### config.mk
export PLATFORM = sky130hd
export DESIGN_NAME = data_status_pipe_vr
export DESIGN_NICKNAME = d
export VERILOG_FILES = /design/src/rtl/data_status_pipe_vr.sv
export SDC_FILE = /design/constraint.sdc
export NUM_CORES = 1
export LEC_CHECK = 0
export BUFFER_PORTS_ARGS = -buffer_cell sky130_fd_sc_hd__buf_2
export CAP_MARGIN = 10
export CORE_ASPECT_RATIO = 0.8
export CORE_MARGIN = 2
export CORE_UTILIZATION = 40
export CTS_BUF_LIST = sky130_fd_sc_hd__clkbuf_4
export CTS_CLUSTER_DIAMETER = 40
export CTS_CLUSTER_SIZE = 12
export DETAILED_ROUTE_END_ITERATION = 10
export PLACE_DENSITY = 0.91
export SKIP_LAST_GASP = 1
export SLEW_MARGIN = 10
export SYNTH_ARGS = -nofsm -noshare
export SYNTH_HDL_FRONTEND = slang
export SYNTH_SLANG_ARGS = --single-unit
export TNS_END_PERCENT = 100
### constraint.sdc
create_clock -name clk -period 3.84 [get_ports clk]
set_input_delay 0.384 -clock clk [delete_from_list [all_inputs] [get_ports clk]]
set_output_delay 0.384 -clock clk [all_outputs]
set_load 0.1 [all_outputs]
### src/rtl/data_status_pipe_vr.sv
// data_status_pipe_vr
// Valid/ready pipeline that carries a data word and a status word through
// R registered stages. Each stage advances on its own, so bubbles collapse.
// Every stage can be observed on the taps.
//
// Parameters:
//   DATA_W          data width per stage
//   STATUS_W        status width per stage
//   PIPE_DEPTH      number of tap entries (>=1)
//   INCLUDE_DATA_IN 1: tap[0] is the raw input and R = PIPE_DEPTH-1
//                   0: R = PIPE_DEPTH
//
// Ports:
//   clk, rst_n                    clock and asynchronous active-low reset
//   flush                         synchronous clear of all stages
//   in_valid/in_ready/data_i/status_i     input handshake and payload
//   out_valid/out_ready/data_o/status_o   last-stage handshake and payload
//   valid_tap_o/data_tap_o/status_tap_o   per-tap view
//   count_o                       registered number of valid stages
//
// Build option:
//   DATA_STATUS_PIPE_DATA_RST_EN  when defined, the data registers are also
//   reset and flushed to zero. Otherwise they are never reset or flushed.
module data_status_pipe_vr #(
  parameter int unsigned DATA_W          = 32,
  parameter int unsigned STATUS_W        = 1,
  parameter int unsigned PIPE_DEPTH      = 1,
  parameter int unsigned INCLUDE_DATA_IN = 0,
  localparam int unsigned R              = PIPE_DEPTH - INCLUDE_DATA_IN,
  localparam int unsigned CNT_W          = (R == 0) ? 1 : $clog2(R + 1)
) (
  input  logic                                 clk,
  input  logic                                 rst_n,
  input  logic                                 flush,
  input  logic                                 in_valid,
  output logic                                 in_ready,
  input  logic [DATA_W-1:0]                    data_i,
  input  logic [STATUS_W-1:0]                  status_i,
  output logic                                 out_valid,
  input  logic                                 out_ready,
  output logic [DATA_W-1:0]                    data_o,
  output logic [STATUS_W-1:0]                  status_o,
  output logic [PIPE_DEPTH-1:0]                valid_tap_o,
  output logic [PIPE_DEPTH-1:0][DATA_W-1:0]    data_tap_o,
  output logic [PIPE_DEPTH-1:0][STATUS_W-1:0]  status_tap_o,
  output logic [CNT_W-1:0]                     count_o
);

  if (R == 0) begin : g_wire
    // No registered stage: the block is a pure wire.
    assign out_valid       = in_valid;
    assign data_o          = data_i;
    assign status_o        = status_i;
    assign in_ready        = out_ready;
    assign count_o         = '0;
    assign valid_tap_o     = in_valid;
    assign data_tap_o[0]   = data_i;
    assign status_tap_o[0] = status_i;
  end else begin : g_pipe
    logic [R-1:0]                 r_v;
    logic [R-1:0][DATA_W-1:0]     r_d;
    logic [R-1:0][STATUS_W-1:0]   r_s;
    logic [CNT_W-1:0]             r_count;

    logic [R-1:0]                 w_move;
    logic [R-1:0]                 w_take;
    logic [R-1:0]                 w_pv;
    logic [R-1:0][DATA_W-1:0]     w_pd;
    logic [R-1:0][STATUS_W-1:0]   w_ps;
    logic [R-1:0]                 w_v_nxt;
    logic [R-1:0][DATA_W-1:0]     w_d_nxt;
    logic [R-1:0][STATUS_W-1:0]   w_s_nxt;
    logic [CNT_W-1:0]             w_count_nxt;

    // Ready ripples from out_ready back to stage 0: a stage can take a word
    // when it is empty or its own word leaves this cycle.
    always_comb begin : p_ready
      logic rdy;
      w_move = '0;
      w_take = '0;
      rdy    = out_ready;
      for (int k = int'(R) - 1; k >= 0; k--) begin
        w_move[k] = r_v[k] & rdy;
        w_take[k] = ~r_v[k] | w_move[k];
        rdy       = w_take[k];
      end
    end

    assign in_ready = w_take[0] & ~flush;

    // Predecessor of each stage: the input for stage 0, stage k-1 otherwise.
    always_comb begin : p_pred
      w_pv    = '0;
      w_pd    = '0;
      w_ps    = '0;
      w_pv[0] = in_valid;
      w_pd[0] = data_i;
      w_ps[0] = status_i;
      for (int k = 1; k < int'(R); k++) begin
        w_pv[k] = r_v[k-1];
        w_pd[k] = r_d[k-1];
        w_ps[k] = r_s[k-1];
      end
    end

    // Next stage contents; flush overrides every load and drain.
    always_comb begin : p_next
      w_v_nxt = r_v;
      w_d_nxt = r_d;
      w_s_nxt = r_s;
      if (flush) begin
        w_v_nxt = '0;
        w_s_nxt = '0;
`ifdef DATA_STATUS_PIPE_DATA_RST_EN
        w_d_nxt = '0;
`endif
      end else begin
        for (int k = 0; k < int'(R); k++) begin
          if (w_take[k] && w_pv[k]) begin
            w_v_nxt[k] = 1'b1;
            w_d_nxt[k] = w_pd[k];
            w_s_nxt[k] = w_ps[k];
          end else if (w_move[k]) begin
            // Drained with no refill: data keeps its stale value.
            w_v_nxt[k] = 1'b0;
            w_s_nxt[k] = '0;
          end
        end
      end
    end

    // Population count of the next valids, registered alongside them.
    always_comb begin : p_count
      w_count_nxt = '0;
      for (int k = 0; k < int'(R); k++) begin
        w_count_nxt = w_count_nxt + CNT_W'(w_v_nxt[k]);
      end
    end

    // Valid, status and count registers.
    always_ff @(posedge clk or negedge rst_n) begin
      if (!rst_n) begin
        r_v     <= '0;
        r_s     <= '0;
        r_count <= '0;
      end else begin
        r_v     <= w_v_nxt;
        r_s     <= w_s_nxt;
        r_count <= w_count_nxt;
      end
    end

    // Data registers.
`ifdef DATA_STATUS_PIPE_DATA_RST_EN
    always_ff @(posedge clk or negedge rst_n) begin
      if (!rst_n) begin
        r_d <= '0;
      end else begin
        r_d <= w_d_nxt;
      end
    end
`else
    always_ff @(posedge clk) begin
      r_d <= w_d_nxt;
    end
`endif

    assign out_valid = r_v[R-1];
    assign data_o    = r_d[R-1];
    assign status_o  = r_s[R-1];
    assign count_o   = r_count;

    // Tap mapping: optional raw-input tap first, then the stages in order.
    for (genvar i = 0; i < int'(PIPE_DEPTH); i++) begin : g_tap
      if (INCLUDE_DATA_IN != 0 && i == 0) begin : g_in
        assign valid_tap_o[i]  = in_valid;
        assign data_tap_o[i]   = data_i;
        assign status_tap_o[i] = status_i;
      end else begin : g_stage
        localparam int SI = i - int'(INCLUDE_DATA_IN);
        assign valid_tap_o[i]  = r_v[SI];
        assign data_tap_o[i]   = r_d[SI];
        assign status_tap_o[i] = r_s[SI];
      end
    end
  end

endmodule

==> summary.md <==
The flow ran to the end, and the final reports show no timing, DRC or antenna violations. The top cell types in the final layout, fill and taps aside, are 107 x sky130_fd_sc_hd__buf_2, 32 x sky130_fd_sc_hd__edfxtp_1, 5 x sky130_fd_sc_hd__clkbuf_4. The number of detailed-routing iterations run before antenna repair is 4, and the maximum number of buffers from clock root to sink is 2. In the final timing run, aggregate negative setup slack is 0 ns. Once the clock tree was built, the setup fixing pass inserted 0 buffers. The tools report the maximum number of pins on one net before global-route repair as 21. The area growth from synthesis to layout works out to 29.8%. For the initial antenna violation count, the log shows 0.

The finished layout holds 198 standard cells, fillers aside. The number of global-route vias before repair is 784. The layout filler cell count was 249. The width of the chip is 68.7 um, and the cell area after layout is 0.00174 mm^2. The worst setup timing slack at the placement stage was 1.97 ns.

Including well taps, the total number of placed cells is 190. 108 I/O pins were placed. Setup repair after global routing left no endpoint under its margin. The post-route netlist has 74.1% of its cells at a drive strength greater than 1. The critical path class is reg2reg. For this block, the initial DRC count from the detailed router was 29. The run gives 0.00101 mm^2 as the register area. The run gives 0.223 ns as the final hold slack.

TritonCTS built the clock tree. At the end of routability-driven placement, the weighted congestion stood at 0.715. The utilization after layout is 55.2%.

The tools report the number of warnings printed during yosys synthesis as 0. The fraction of the yosys area taken by sequential cells was 75.4%. The largest individual stage delay along the critical path comes from the cell sky130_fd_sc_hd__nor3b_4. For the pin with the worst max-slew slack, the measured transition is 0.606 ns. The count of inserted antenna diode cells is 0, and the number of max-slew violations in the final report is 0. For the clock sink count, the log shows 34. Counting the buffers created by CTS gives 5. Summed over all layers, the routed wires come to 2.46 mm.

The netlist uses 11 different library cells. The detail-routed net length per standard cell is 12.4 um, and the highest fanout seen on the critical path is 20. The class of the tightest hold or removal check is in2reg. The run gives 196 as the number of nets at the end of the flow. Minimum period implied by the final worst setup slack: 1.86 ns.

In this run the power density over the cells is 519 mW/mm^2. The worst register-to-register path ends at data_o[17]$_DFFE_PP_. In the synthesized netlist, the number of instances is 77.

The clock tree skew after final layout was 0.00894 ns; the clock transition at the register clock pins on the worst setup and hold paths after CTS was 0.10 ns. The flop and latch count out of synthesis is 34, and the footprint of the multi-input gates is 77.6 um^2. Overall die height: 55.8 um. For this design the static power due to leakage is 0.813 nW.

The number of vias per cell is 4.27. On the critical path the largest part of the delay comes from simple AND/OR/NAND/NOR gates. For flop-to-flop paths, the worst setup slack is 1.98 ns. The final number of hold-violating endpoints is 0. The tools report the clock root buffer master as sky130_fd_sc_hd__clkbuf_4. The initial utilization of the core area, before any placement, comes to 42.5%. After global routing the overflow that remains totals 0.

For the antenna violation net count after detailed routing, the log shows 0. Headroom to the max-slew limit came out at 59.5%. Summing over every cut layer, the via total after detailed routing is 845. The logs give 0.00168 mm^2 for the standard cell area after detailed placement and 18 for the number of standard-cell rows in the floorplan. IR analysis of the VDD net gives a maximum drop of 228 uV. Walking the worst path, the cells encountered are nor2b_1 > nor3b_4 > buf_4. Setup violations remaining at the end of the flow were counted as 0. The tools report the area of the die as 0.00383 mm^2. Depth of the worst hold-timing path: 1.

Clock latency on the worst-skew pair, taken at its later pin, is 0.33 ns. The post-synthesis cell area is 0.00134 mm^2. After floorplanning, the core was sized to cover 0.00315 mm^2. Once detailed placement completed, the half-perimeter wirelength came to 1.91 mm. The H-tree was split into 2 levels. In the global route stage, overall resource usage came out at 13.4%. The most common library cell in the layout ignoring fill and taps was sky130_fd_sc_hd__buf_2. The worst min-delay path startpoint was data_i[2]. Count of buffering cells on the critical path with inverters included: 1. On the worst path, the slowest cell contributes a delay of 0.53 ns. The tools report the total of max-cap violations as 0. Category of the worst setup path capture point: a flop.

The number of instances resized during post-cts repair is 0. The hold-critical path endpoint is data_o[2]$_DFFE_PP_. The completed layout was analyzed and its total power is 0.902 mW. STA classifies the critical path startpoint as a flop. The global-route wire length before repair was 3.54 mm; the final setup slack of the worst path was 1.98 ns. The final critical path takes up 48.4% of the cycle. The run gives 115 as the synthesized net count. The cell count of the worst reg-to-reg path is 3. The source of the worst register-to-register timing path is count_o$_DFFE_PN0P_. In the routed design, unresolved DRC markers number 0.

The required time of the critical path is 3.86 ns. The count of input and output buffers is 107, and the arrival time reported for the critical path endpoint is 1.88 ns. The post-synthesis area per instance is 17.4 um^2, and the maximum achievable frequency is 538 MHz.
==> flip-flops by register name, summed over array words and instances (netlist names) <==
signal,count
status_o,1
count_o,1
data_o,32
==> routing by layer <==
layer | share of wire (%) | global-route usage, %
met1 | 36 | 13.6
met2 | 49 | 21.3
met3 | 14 | 6.68
met4 | 1.7 | 8.40
met5 | 0 | 0
==> worst max path at each step <==
| stage | startpoint | endpoint | slack [ns] | cells after the start |
|---|---|---|---|---|
| after floorplan | count_o$_DFFE_PN0P_ | data_o[0]$_DFFE_PP_ | 1.03 | 2 |
| after global placement | count_o$_DFFE_PN0P_ | data_o[18]$_DFFE_PP_ | 2.02 | 3 |
| after detailed placement | count_o$_DFFE_PN0P_ | data_o[26]$_DFFE_PP_ | 1.97 | 3 |
| after CTS | count_o$_DFFE_PN0P_ | data_o[10]$_DFFE_PP_ | 1.96 | 3 |
| after global routing | count_o$_DFFE_PN0P_ | data_o[17]$_DFFE_PP_ | 1.86 | 3 |
| final | count_o$_DFFE_PN0P_ | data_o[17]$_DFFE_PP_ | 1.98 | 3 |
==> cells by family after synthesis <==
| group | share of synthesized area, % |
|---|---|
| simple gates | 2.80 |
| flops | 75.4 |
| mux | 0.747 |
| buf+inv | 19.6 |
| compound gates | 1.40 |
==> synth_stat cells (all sizes together) <==
master   number  area [um^2]
nor2          1         3.75
nor3b         1         7.51
mux2i         1         10.0
edfxtp       32          961
o21ba         1         10.0
nor2b         1         6.26
buf          35          263
o311ai        1         8.76
dfrtp         2         50.1
nand4bb       1         11.3
nand4b        1         8.76
==> worst register-to-register path, delay by kind of cell (launching register included) <==
family / cells / cell delay [ns]
DFF: 1 / 0.43
buffers and inverters: 1 / 0.38
and+or+nand+nor: 2 / 0.74
==> power by group <==
group | total [mW] | internal (mW) | switching [mW]
clock network | 0.177 | 0.0658 | 0.111
logic | 0.293 | 0.0382 | 0.255
registers | 0.432 | 0.425 | 0.00730
total | 0.902 | 0.529 | 0.374
==> area by class of cell <==
type                            count  area share [%]
Clock inverter                      2           0.576
Tap cell                           40            2.88
Sequential cell                    34            58.1
Timing Repair Buffer              109            31.8
Multi-Input combinational cell      8            4.46
Clock buffer                        5            2.16
==> what timing repair did <==
item / 4_1_cts / 5_1_grt
hold buffers: 1 / 0
setup endpoints to repair: 0 / 0
endpoints found under the hold margin: 2 / 0
No activity file was read; power rests on OpenSTA's default activity.
